===== src/rtl/mcr3_pkg.sv =====
// rtl/mcr3_pkg.sv - shared types, address map and sprite lane mapping for the MCR3 ROM loader
package mcr3_pkg;

  typedef enum logic [1:0] {
    GAME_TAPPER   = 2'd0,
    GAME_TIMBER   = 2'd1,
    GAME_DOTRON   = 2'd2,
    GAME_DEMODERB = 2'd3
  } game_t;

  localparam logic [24:0] DL_BASE_DEFAULT = 25'h32000;

  typedef logic [1:0] port_state_t;
  localparam port_state_t PS_IDLE  = 2'd0;
  localparam port_state_t PS_ISSUE = 2'd1;
  localparam port_state_t PS_WAIT  = 2'd2;

  function automatic logic [24:0] sp_base(input game_t g);
    case (g)
      GAME_TIMBER:   return 25'h11000;
      GAME_DEMODERB: return 25'h14000;
      default:       return 25'h12000;
    endcase
  endfunction

  // Returns {ds, a} for a sprite byte at offset s from the game's sprite base.
  function automatic logic [24:0] port2_map(input game_t g, input logic [24:0] s);
    logic [22:0] a;
    logic [1:0]  ds;
    case (g)
      GAME_DOTRON: begin
        a  = {8'd0, s[13:0], s[15]};
        ds = {s[14], ~s[14]};
      end
      GAME_DEMODERB: begin
        a  = {7'd0, s[14:0], s[16]};
        ds = {s[15], ~s[15]};
      end
      default: begin
        a  = {5'd0, s[18:17], s[14:0], s[16]};
        ds = {s[15], ~s[15]};
      end
    endcase
    return {ds, a};
  endfunction

endpackage


===== src/rtl/toggle_port_ctl.sv =====
// rtl/toggle_port_ctl.sv - toggle req/ack handshake sequencer for one SDRAM port
module toggle_port_ctl
  import mcr3_pkg::*;
(
  input  logic clk_sys,
  input  logic reset_n,
  input  logic start,
  input  logic ack,
  output logic req,
  output logic busy
);

  port_state_t state;

  always_ff @(posedge clk_sys or negedge reset_n) begin
    if (!reset_n) begin
      state <= PS_IDLE;
      req   <= 1'b0;
    end else begin
      case (state)
        PS_IDLE: begin
          if (start) begin
            req   <= ~req;
            state <= PS_ISSUE;
          end
        end
        PS_ISSUE: state <= PS_WAIT;
        PS_WAIT:  if (ack == req) state <= PS_IDLE;
        default:  state <= PS_IDLE;
      endcase
    end
  end

  assign busy = (state != PS_IDLE);

endmodule


===== src/rtl/mcr3_rom_loader.sv =====
// rtl/mcr3_rom_loader.sv - routes HPS ROM download bytes to SDRAM ports and the graphics loader
module mcr3_rom_loader
  import mcr3_pkg::*;
#(
  parameter logic [24:0] DL_BASE     = DL_BASE_DEFAULT,
  parameter logic [15:0] HOLD_CYCLES = 16'hFFFF
) (
  input  logic        clk_sys,
  input  logic        reset_n,
  input  logic        rst_req,
  input  logic        ioctl_download,
  input  logic        ioctl_wr,
  input  logic [7:0]  ioctl_index,
  input  logic [24:0] ioctl_addr,
  input  logic [7:0]  ioctl_dout,
  output logic        ioctl_wait,
  output logic        port1_req,
  input  logic        port1_ack,
  output logic [22:0] port1_a,
  output logic [1:0]  port1_ds,
  output logic [15:0] port1_d,
  output logic        port1_we,
  output logic        port2_req,
  input  logic        port2_ack,
  output logic [22:0] port2_a,
  output logic [1:0]  port2_ds,
  output logic [15:0] port2_d,
  output logic        port2_we,
  output logic        dl_wr,
  output logic [24:0] dl_addr,
  output logic [7:0]  dl_data,
  output logic [1:0]  game,
  output logic        rom_loaded,
  output logic        core_reset,
  output logic        overrun
);

  game_t       game_q;
  logic        prev_wr0;
  logic        download_q;
  logic [15:0] cnt;
  logic        p1_busy, p2_busy, busy;
  logic        cap_edge, accept, p2_hit, dl_hit;
  logic [24:0] sp, s, p2_map;

  assign cap_edge = ioctl_wr && (ioctl_index == 8'd0) && !prev_wr0;
  assign busy     = p1_busy | p2_busy;
  assign accept   = cap_edge && !busy;

  assign sp     = sp_base(game_q);
  assign s      = ioctl_addr - sp;
  assign p2_map = port2_map(game_q, s);
  assign p2_hit = (ioctl_addr >= sp) && (ioctl_addr < DL_BASE);
  assign dl_hit = (ioctl_addr >= DL_BASE);

  toggle_port_ctl u_port1 (
    .clk_sys (clk_sys),
    .reset_n (reset_n),
    .start   (accept),
    .ack     (port1_ack),
    .req     (port1_req),
    .busy    (p1_busy)
  );

  toggle_port_ctl u_port2 (
    .clk_sys (clk_sys),
    .reset_n (reset_n),
    .start   (accept && p2_hit),
    .ack     (port2_ack),
    .req     (port2_req),
    .busy    (p2_busy)
  );

  assign ioctl_wait = busy;
  assign game       = game_q;

  always_ff @(posedge clk_sys or negedge reset_n) begin
    if (!reset_n) begin
      game_q     <= GAME_TAPPER;
      prev_wr0   <= 1'b0;
      overrun    <= 1'b0;
      port1_a    <= '0;
      port1_ds   <= '0;
      port1_d    <= '0;
      port1_we   <= 1'b0;
      port2_a    <= '0;
      port2_ds   <= '0;
      port2_d    <= '0;
      port2_we   <= 1'b0;
      dl_wr      <= 1'b0;
      dl_addr    <= '0;
      dl_data    <= '0;
      download_q <= 1'b0;
      rom_loaded <= 1'b0;
      cnt        <= HOLD_CYCLES;
      core_reset <= 1'b1;
    end else begin
      prev_wr0 <= ioctl_wr && (ioctl_index == 8'd0);
      if (ioctl_wr && (ioctl_index == 8'd1)) game_q <= game_t'(ioctl_dout[1:0]);

      dl_wr <= 1'b0;
      if (cap_edge && busy) overrun <= 1'b1;
      // Address/data only load on an accepted byte, so they stay put for the whole handshake.
      if (accept) begin
        port1_a  <= ioctl_addr[23:1];
        port1_ds <= {ioctl_addr[0], ~ioctl_addr[0]};
        port1_d  <= {ioctl_dout, ioctl_dout};
        port1_we <= ioctl_download;
        if (p2_hit) begin
          port2_a  <= p2_map[22:0];
          port2_ds <= p2_map[24:23];
          port2_d  <= {ioctl_dout, ioctl_dout};
          port2_we <= ioctl_download;
        end
        if (dl_hit) begin
          dl_wr   <= 1'b1;
          dl_addr <= ioctl_addr - DL_BASE;
          dl_data <= ioctl_dout;
        end
      end

      download_q <= ioctl_download;
      if (download_q && !ioctl_download) rom_loaded <= 1'b1;

      if (rst_req || !rom_loaded) cnt <= HOLD_CYCLES;
      else if (cnt != 16'd0)      cnt <= cnt - 16'd1;
      core_reset <= rst_req || !rom_loaded || (cnt == 16'd1);
    end
  end

endmodule


===== config.mk =====
export PLATFORM = sky130hd
export DESIGN_NAME = mcr3_rom_loader
export DESIGN_NICKNAME = d
export VERILOG_FILES = /design/src/rtl/mcr3_pkg.sv /design/src/rtl/toggle_port_ctl.sv /design/src/rtl/mcr3_rom_loader.sv
export SDC_FILE = /design/constraint.sdc
export NUM_CORES = 1
export LEC_CHECK = 0
export ABC_AREA = 1
export BUFFER_PORTS_ARGS = -buffer_cell sky130_fd_sc_hd__buf_2
export CELL_PAD_IN_SITES_DETAIL_PLACEMENT = 2
export CELL_PAD_IN_SITES_GLOBAL_PLACEMENT = 2
export CORE_MARGIN = 1.5
export CORE_UTILIZATION = 32
export CTS_BUF_LIST = sky130_fd_sc_hd__clkbuf_8
export CTS_CLUSTER_SIZE = 10
export DETAILED_ROUTE_END_ITERATION = 6
export GPL_ROUTABILITY_DRIVEN = 0
export HOLD_SLACK_MARGIN = 0.1
export PLACE_DENSITY = 0.94
export SLEW_MARGIN = 20
export SYNTH_ARGS = -nofsm -noshare
export SYNTH_HDL_FRONTEND = slang
export SYNTH_SLANG_ARGS = --single-unit

===== constraint.sdc =====
create_clock -name clk_sys -period 2.5 [get_ports clk_sys]
set_input_delay 0.375 -clock clk_sys [delete_from_list [all_inputs] [get_ports clk_sys]]
set_output_delay 0.375 -clock clk_sys [all_outputs]
set_load 0.02 [all_outputs]

## Word-level counts from Yosys, hierarchy flattened

Cells that the tools add are included.

| word-level totals | value |
|---|---|
| input bits | 48 |
| register bits after elaboration | 147 |
| output and inout bits | 126 |
| logic and storage cells | 89 |

| operators by class | value |
|---|---|
| mux-type cells | 13 |
| $lt $le $gt $ge | 3 |
| bitwise gates (word level) | 6 |
| equal/unequal tests | 15 |
| add/subtract/negate cells | 3 |
| reductions and logical operators | 27 |

Operators with widths:

| operator | count |
|---|---|
| case mux 18 bit (2 select lines) | 1 |
| two-way mux 16 bit | 2 |
| case mux 15 bit (2 select lines) | 1 |
| greater-or-equal comparator 25 x 17 -> 1 bit | 1 |
| greater-or-equal comparator 25 x 18 -> 1 bit, second input constant | 1 |
| less-than comparator 25 x 18 -> 1 bit, second input constant | 1 |
| subtractor 25 x 18 -> 25 bit, second input constant | 1 |
| subtractor 19 bit | 1 |
| equality test 16 x 1 -> 1 bit, second input constant | 1 |
| nonzero test 16 bit | 1 |
| subtractor 16 x 1 -> 16 bit, second input constant | 1 |
| case mux 2 bit (3 select lines) | 2 |
| AND reduction 2 bit | 6 |
| two-way mux 2 bit | 5 |
| equality test 2 bit, second input constant | 4 |
| equality test 8 x 1 -> 1 bit, second input constant | 1 |
| logical AND 1 bit | 8 |
| logical NOT 8 bit | 1 |
| equality test 2 x 1 -> 1 bit, second input constant | 3 |
| != test 2 x 1 -> 1 bit, second input constant | 3 |
| nonzero test 2 bit | 3 |
| NOT 1 bit | 5 |
| logical NOT 1 bit | 4 |
| logical NOT 2 bit | 2 |
| other kinds (5) | 8 |

## Depth between registers and ports, before layout

| depth | value |
|---|---|
| depth after elaboration | 7 |
| mapped depth | 14 |
| mapped depth without buffers | 14 |

## Modules after synthesis

Synthesis repeated with hierarchy kept, for this count alone.

| second synthesis, totals | value |
|---|---|
| cells, all modules | 697 |
| area, all modules | 5,899.4 um2 |

By module, submodules not included:

| module | times used | area an instance (um2) | cells an instance | sequential area each (um2) |
|---|---|---|---|---|
| mcr3_rom_loader | 1 | 5,619.1 | 659 | 3,024.2 |
| toggle_port_ctl | 2 | 140.1 | 19 | 75.1 |

## Worst setup path after synthesis

OpenSTA, ideal clock, no wires.

| timing path | value |
|---|---|
| path type | reg2reg |
| start | reg game_q[0], in the netlist game[0] |
| end | reg port2_a[13] |
| setup slack | 0.568 ns |
| clock period less this slack | 1.932 ns |
| library setup time | 0.074 ns |
| arrival | 1.858 ns |
| required time | 2.426 ns |
| buffers on the path | 1 |
| cell stages (with the launch flop) | 13 |
| cells stage by stage | dfrtp_1 nand2_1 ha_1 nand2_1 nand2_1 inv_1 nand3_1 nand2_1 nand3_4 nand2_8 buf_8 nand2_2 o21ai_2 |

| between the ends | value |
|---|---|
| cells in the longest elaborated chain, start to end | 5 |
| elaborated cells between the ends (all ways) | 8 |
| classes of those cells | add/sub (1); order compare (1); eq/ne (2); mux (2); reduce/logical (2) |

Ends and longest elaborated chain:

| item | line | text |
|---|---|---|
| from (decl) | mcr3_rom_loader.sv:38 | `game_t game_q;` |
| from (signal assigned) | mcr3_rom_loader.sv:99 | `if (ioctl_wr && (ioctl_index == 8'd1)) game_q <= game_t'(ioctl_dout[1:0]);` |
| equality test 2 bit or equality test 2 x 1 -> 1 bit (tied branches) | mcr3_pkg.sv:19 | `case (g)` |
| case mux 15 bit (2 select lines) (*) | mcr3_pkg.sv:19 |  |
| greater-or-equal comparator 25 x 17 -> 1 bit | mcr3_rom_loader.sv:53 | `assign p2_hit = (ioctl_addr >= sp) && (ioctl_addr < DL_BASE);` |
| logical AND 1 bit | mcr3_rom_loader.sv:53 |  |
| AND reduction 2 bit (no line) | - |  |
| to (signal assigned) | mcr3_rom_loader.sv:110 | `port2_a <= p2_map[22:0];` |
| to (decl) | mcr3_rom_loader.sv:25 | `output logic [22:0] port2_a,` |

Mark *: on every way between the ends. The rest lies on a longest branch, timed or not.
A chain may end at the register's enable or synchronous reset.

## Worst setup path in the final report

| timing path | value |
|---|---|
| start | reg game_q[0], in the netlist game[0] |
| end | reg u_port2.req |

| between the ends | value |
|---|---|
| cells in the longest elaborated chain, start to end | 6 |
| elaborated cells between the ends (all ways) | 7 |
| classes of those cells | order compare (1); eq/ne (2); mux (1); reduce/logical (3) |

Ends and longest elaborated chain:

| item | line | text |
|---|---|---|
| equality test 2 bit or equality test 2 x 1 -> 1 bit (tied branches) | mcr3_pkg.sv:19 |  |
| case mux 15 bit (2 select lines) (*) | mcr3_pkg.sv:19 |  |
| greater-or-equal comparator 25 x 17 -> 1 bit (*) | mcr3_rom_loader.sv:53 |  |
| logical AND 1 bit (*) | mcr3_rom_loader.sv:53 |  |
| logical AND 1 bit (*) | mcr3_rom_loader.sv:68 | `.start (accept && p2_hit),` |
| AND reduction 2 bit (no line) (*) | - |  |
| to (signal assigned) | toggle_port_ctl.sv:23 | `req <= ~req;` |
| to (decl) | toggle_port_ctl.sv:9 | `output logic req,` |

Marks and branches as above.

==> results.toml <==
[detailed_routing]
drc = 0
drt_iter0_drc = 169
num_vias = 5156
drtPass1Iterations = 4
routed_wl_microns = 20100
drt-vias-per-instance = 4.81
wire_per_inst_microns = 18.7
antenna_left = 0

[power]
leakage_uw = 0.00407
vdd_drop_max_uv = 331
power_density_nw_per_um2 = 594

[cts]
cts_made_buffers = 17
clk_latency_ns = 0.46
h-tree-depth = 4
clk_pin_slew_ns = 0.08
cts_tree = "done"
cts-root-buf = "clkbuf_8"
clock_sink_count = 126
post_cts_resized = 0
cts_buffer_depth = 2

[placed_design]
dp_hpwl_microns = 14900
numPortBuffers = 168
post_dp_cell_area_sq_um = 7040

[timing]
post-route-period-util = 0.918
tightestPinTransition_ns = 0.702
finalSetupTns_ns = 0
final_hold_viol_count = 0
max_freq_ghz = 0.436
min_period_ns = 2.29
maxSlewHeadroom = 0.532
rsz0062_at_grt = "no"
maxSlewViolCount = 0
skew_ns = 0.00936
setup_viol = 0

[critical_path]
r2r_slack_ns = 0.21
slowest_delay_ns = 0.49
worst_ep_arrival_time_ns = 2.70
cp_slowest_cell = "dfrtp_1"
crit_path_end_kind = "flip-flop"
critPathBufInv = 1
required_ns = 2.91
cp_top_family = "simple AND/OR/NAND/NOR gates"
r2r_cells = 11
worstReg2RegStart = "game[0]$_DFFE_PN0P_"
crit_type = "reg2reg"
path_cells = "nand2_1 > ha_1 > nand2_1 > nand2_1 > inv_1 > nand3_1 > nand2_1 > nand3_4 > nand2_4 > nand2_1 > nand2_1"
r2r-end = "u_port2.req$_DFFE_PN0P_"
cpMostUsedCell = "nand2_1"
start_kind = "flip-flop"
cp_max_fo = 27

[logic_synthesis]
yosysWarnings = 0
syn_avg_cell_area_sq_um = 9.30
synth-seq-cells = 126
synthCells = 660
synth_top_area_share = 0.444
yosysSeqAreaShare = 0.517
yosys.area.top_type = "dfrtp_1"
synth_area_sq_um = 6140
synth_cell_type_count = 41
ys_top_cells_by_area = "dfrtp_1 (44%), nand2_1 (11%), o21ai_2 (7.8%)"

[global_routing]
first_global_vias = 5732
grt_start_max_net_pins = 56
grt_use_total = 0.206
antenna_found_initial = 4
overflow = 0
grt_pass1_wl_microns = 31400

[floorplanning]
start_util = 0.327
num_rows = 50
die_h_microns = 142
die_width_microns = 142
num_io_pins = 174
fp.coreArea_sq_um = 18800
dieArea_sq_um = 20000

[hold_path]
min_from = "ioctl_addr[22]"
hold_class = "in2reg"
holdPathStages = 3
hold-path-endpoint = "port1_a[21]$_DFFE_PN0P_"

[finish]
area_growth_pct = 21.9
fin_area_sq_um = 7480
drive_gt1_frac = 0.372
nFillCells = 2146
nNetsFinal = 879

[job]
cap_viol_max_count = 0

[status]
status = "complete, no violations"
[layout by cell type, fill, tap and decap left out, types with 4 or more instances in the layout]
cell	n
nand2_1	172
buf_2	167
dfrtp_1	109
inv_1	74
o21ai_2	55
nor2_1	42
nand3_1	29
o21ai_0	23
o21ai_1	21
clkbuf_8	17
dfstp_2	17
xor2_1	9
nand4_1	8
ha_1	7
nand2_2	6
buf_4	6
conb_1	5
clkinv_4	5
nand2_4	4
clkinv_2	4
xnor2_1	4
or2_2	4
nand3b_1	4
a21oi_1	4
o31ai_1	4
[sequential cells by signal (all words and copies together) (netlist names)]
register       count
dl_addr           25
port1_a           23
port2_a           18
cnt               16
dl_data            8
port1_d            8
port2_d            8
game               2
port1_ds           2
port2_ds           2
u_port1.state      2
u_port2.state      2
core_reset         1
dl_wr              1
download_q         1
overrun            1
port1_we           1
port2_we           1
prev_wr0           1
rom_loaded         1
u_port1.req        1
u_port2.req        1
[worst reg2reg max path: cells and delay by family (launching register included)]
family / cells / cell delay [ns]
fa+ha+maj: 1 / 0.33
simple gates: 9 / 1.37
buf+inv: 1 / 0.06
flops: 1 / 0.49
[report_power, final]
part	leakage (uW)	total, uW	internal [uW]	switching [uW]
registers	0.00168	2140	2100	38.1
logic	0.00220	477	147	330
clock network	0.000194	1830	899	935
total	0.00407	4450	3150	1300
[through the flow]
step                      setup slack [ns]  instances  total power (uW)   util  hold WS (ns)
after global routing                0.0293       1072              4630  0.399         0.168
final                                0.206       1073              4450  0.399         0.166
after global placement               0.313       1034              2630  0.375         0.426
after floorplan                      0.568        664              2430      -        0.0794
after CTS                            0.143       1069              4510  0.398         0.139
after detailed placement             0.163       1034              2660  0.375         0.453
[layout make-up]
| cell class | instances | area [sq um] | area share |
|---|---|---|---|
| clock buffers | 17 | 234 | 0.0313 |
| clock inverters | 15 | 165 | 0.0221 |
| multi-input cells | 420 | 2340 | 0.313 |
| well taps | 234 | 293 | 0.0391 |
| repair buffers | 179 | 971 | 0.130 |
| flip-flops and latches | 126 | 3170 | 0.424 |
| diodes | 3 | 7.51 | 0.00100 |
| inverters | 79 | 299 | 0.0400 |
[synth_stat cells]
| cell | instances |
|---|---|
| a21oi_1 | 4 |
| a21oi_4 | 1 |
| a41o_1 | 1 |
| buf_12 | 1 |
| buf_2 | 5 |
| buf_4 | 21 |
| buf_6 | 9 |
| buf_8 | 3 |
| clkbuf_1 | 1 |
| clkinv_2 | 2 |
| conb_1 | 1 |
| dfrtp_1 | 109 |
| dfstp_2 | 17 |
| fa_1 | 1 |
| ha_1 | 7 |
| inv_1 | 74 |
| inv_2 | 3 |
| nand2_1 | 172 |
| nand2_2 | 6 |
| nand2_4 | 3 |
| nand2_8 | 2 |
| nand3_1 | 29 |
| nand3_4 | 1 |
| nand3b_1 | 4 |
| nand4_1 | 8 |
| nand4_4 | 1 |
| nor2_1 | 42 |
| nor2_2 | 2 |
| nor2_4 | 3 |
| nor2_8 | 1 |
| nor3_1 | 2 |
| nor3_2 | 1 |
| nor4_1 | 1 |
| o21a_1 | 2 |
| o21ai_0 | 23 |
| o21ai_1 | 21 |
| o21ai_2 | 55 |
| o31ai_1 | 4 |
| or2_2 | 4 |
| xnor2_1 | 4 |
| xor2_1 | 9 |
[worst max-delay path by stage]
stage | from | slack, ns | to | cells after the start
after floorplan | game[0]$_DFFE_PN0P_ | 0.57 | port2_a[13]$_DFFE_PN0P_ | 12
after global placement | game[0]$_DFFE_PN0P_ | 0.31 | port2_a[14]$_DFFE_PN0P_ | 12
after detailed placement | game[0]$_DFFE_PN0P_ | 0.16 | port2_a[16]$_DFFE_PN0P_ | 12
after CTS | game[0]$_DFFE_PN0P_ | 0.14 | port2_a[16]$_DFFE_PN0P_ | 12
after global routing | game[0]$_DFFE_PN0P_ | 0.03 | u_port2.req$_DFFE_PN0P_ | 11
final | game[0]$_DFFE_PN0P_ | 0.21 | u_port2.req$_DFFE_PN0P_ | 11
[cells by family (layout without fill, tap and decap cells)]
kind of cell | count (synthesis) | count (layout) | share of synthesized area
adders and majority gates | 8 | 8 | 0.0175
xor gates and xnor gates | 13 | 13 | 0.0185
and+or+nand+nor | 282 | 283 | 0.211
AOI/OAI and AO/OA | 111 | 111 | 0.129
DFF | 126 | 126 | 0.517
buffers and inverters | 119 | 290 | 0.106
other | 1 | 8 | 0.000611
[per-layer routing]
| metal | share of wire | up-vias | global-route usage |
|---|---|---|---|
| met5 | 0.00065 | - | 0 |
| met4 | 0.031 | 2 | 0.0955 |
| met3 | 0.042 | 38 | 0.0472 |
| met2 | 0.52 | 141 | 0.366 |
| met1 | 0.41 | 2573 | 0.236 |
| li1 | - | 2402 | - |
[what timing repair did]
item / in CTS / in global routing
hold buffers: 3 / 0
setup buffers: 0 / 0
endpoints found under the setup margin: 0 / 3
hold endpoints to repair: 48 / 0
Power figures use the tool's default switching activity.
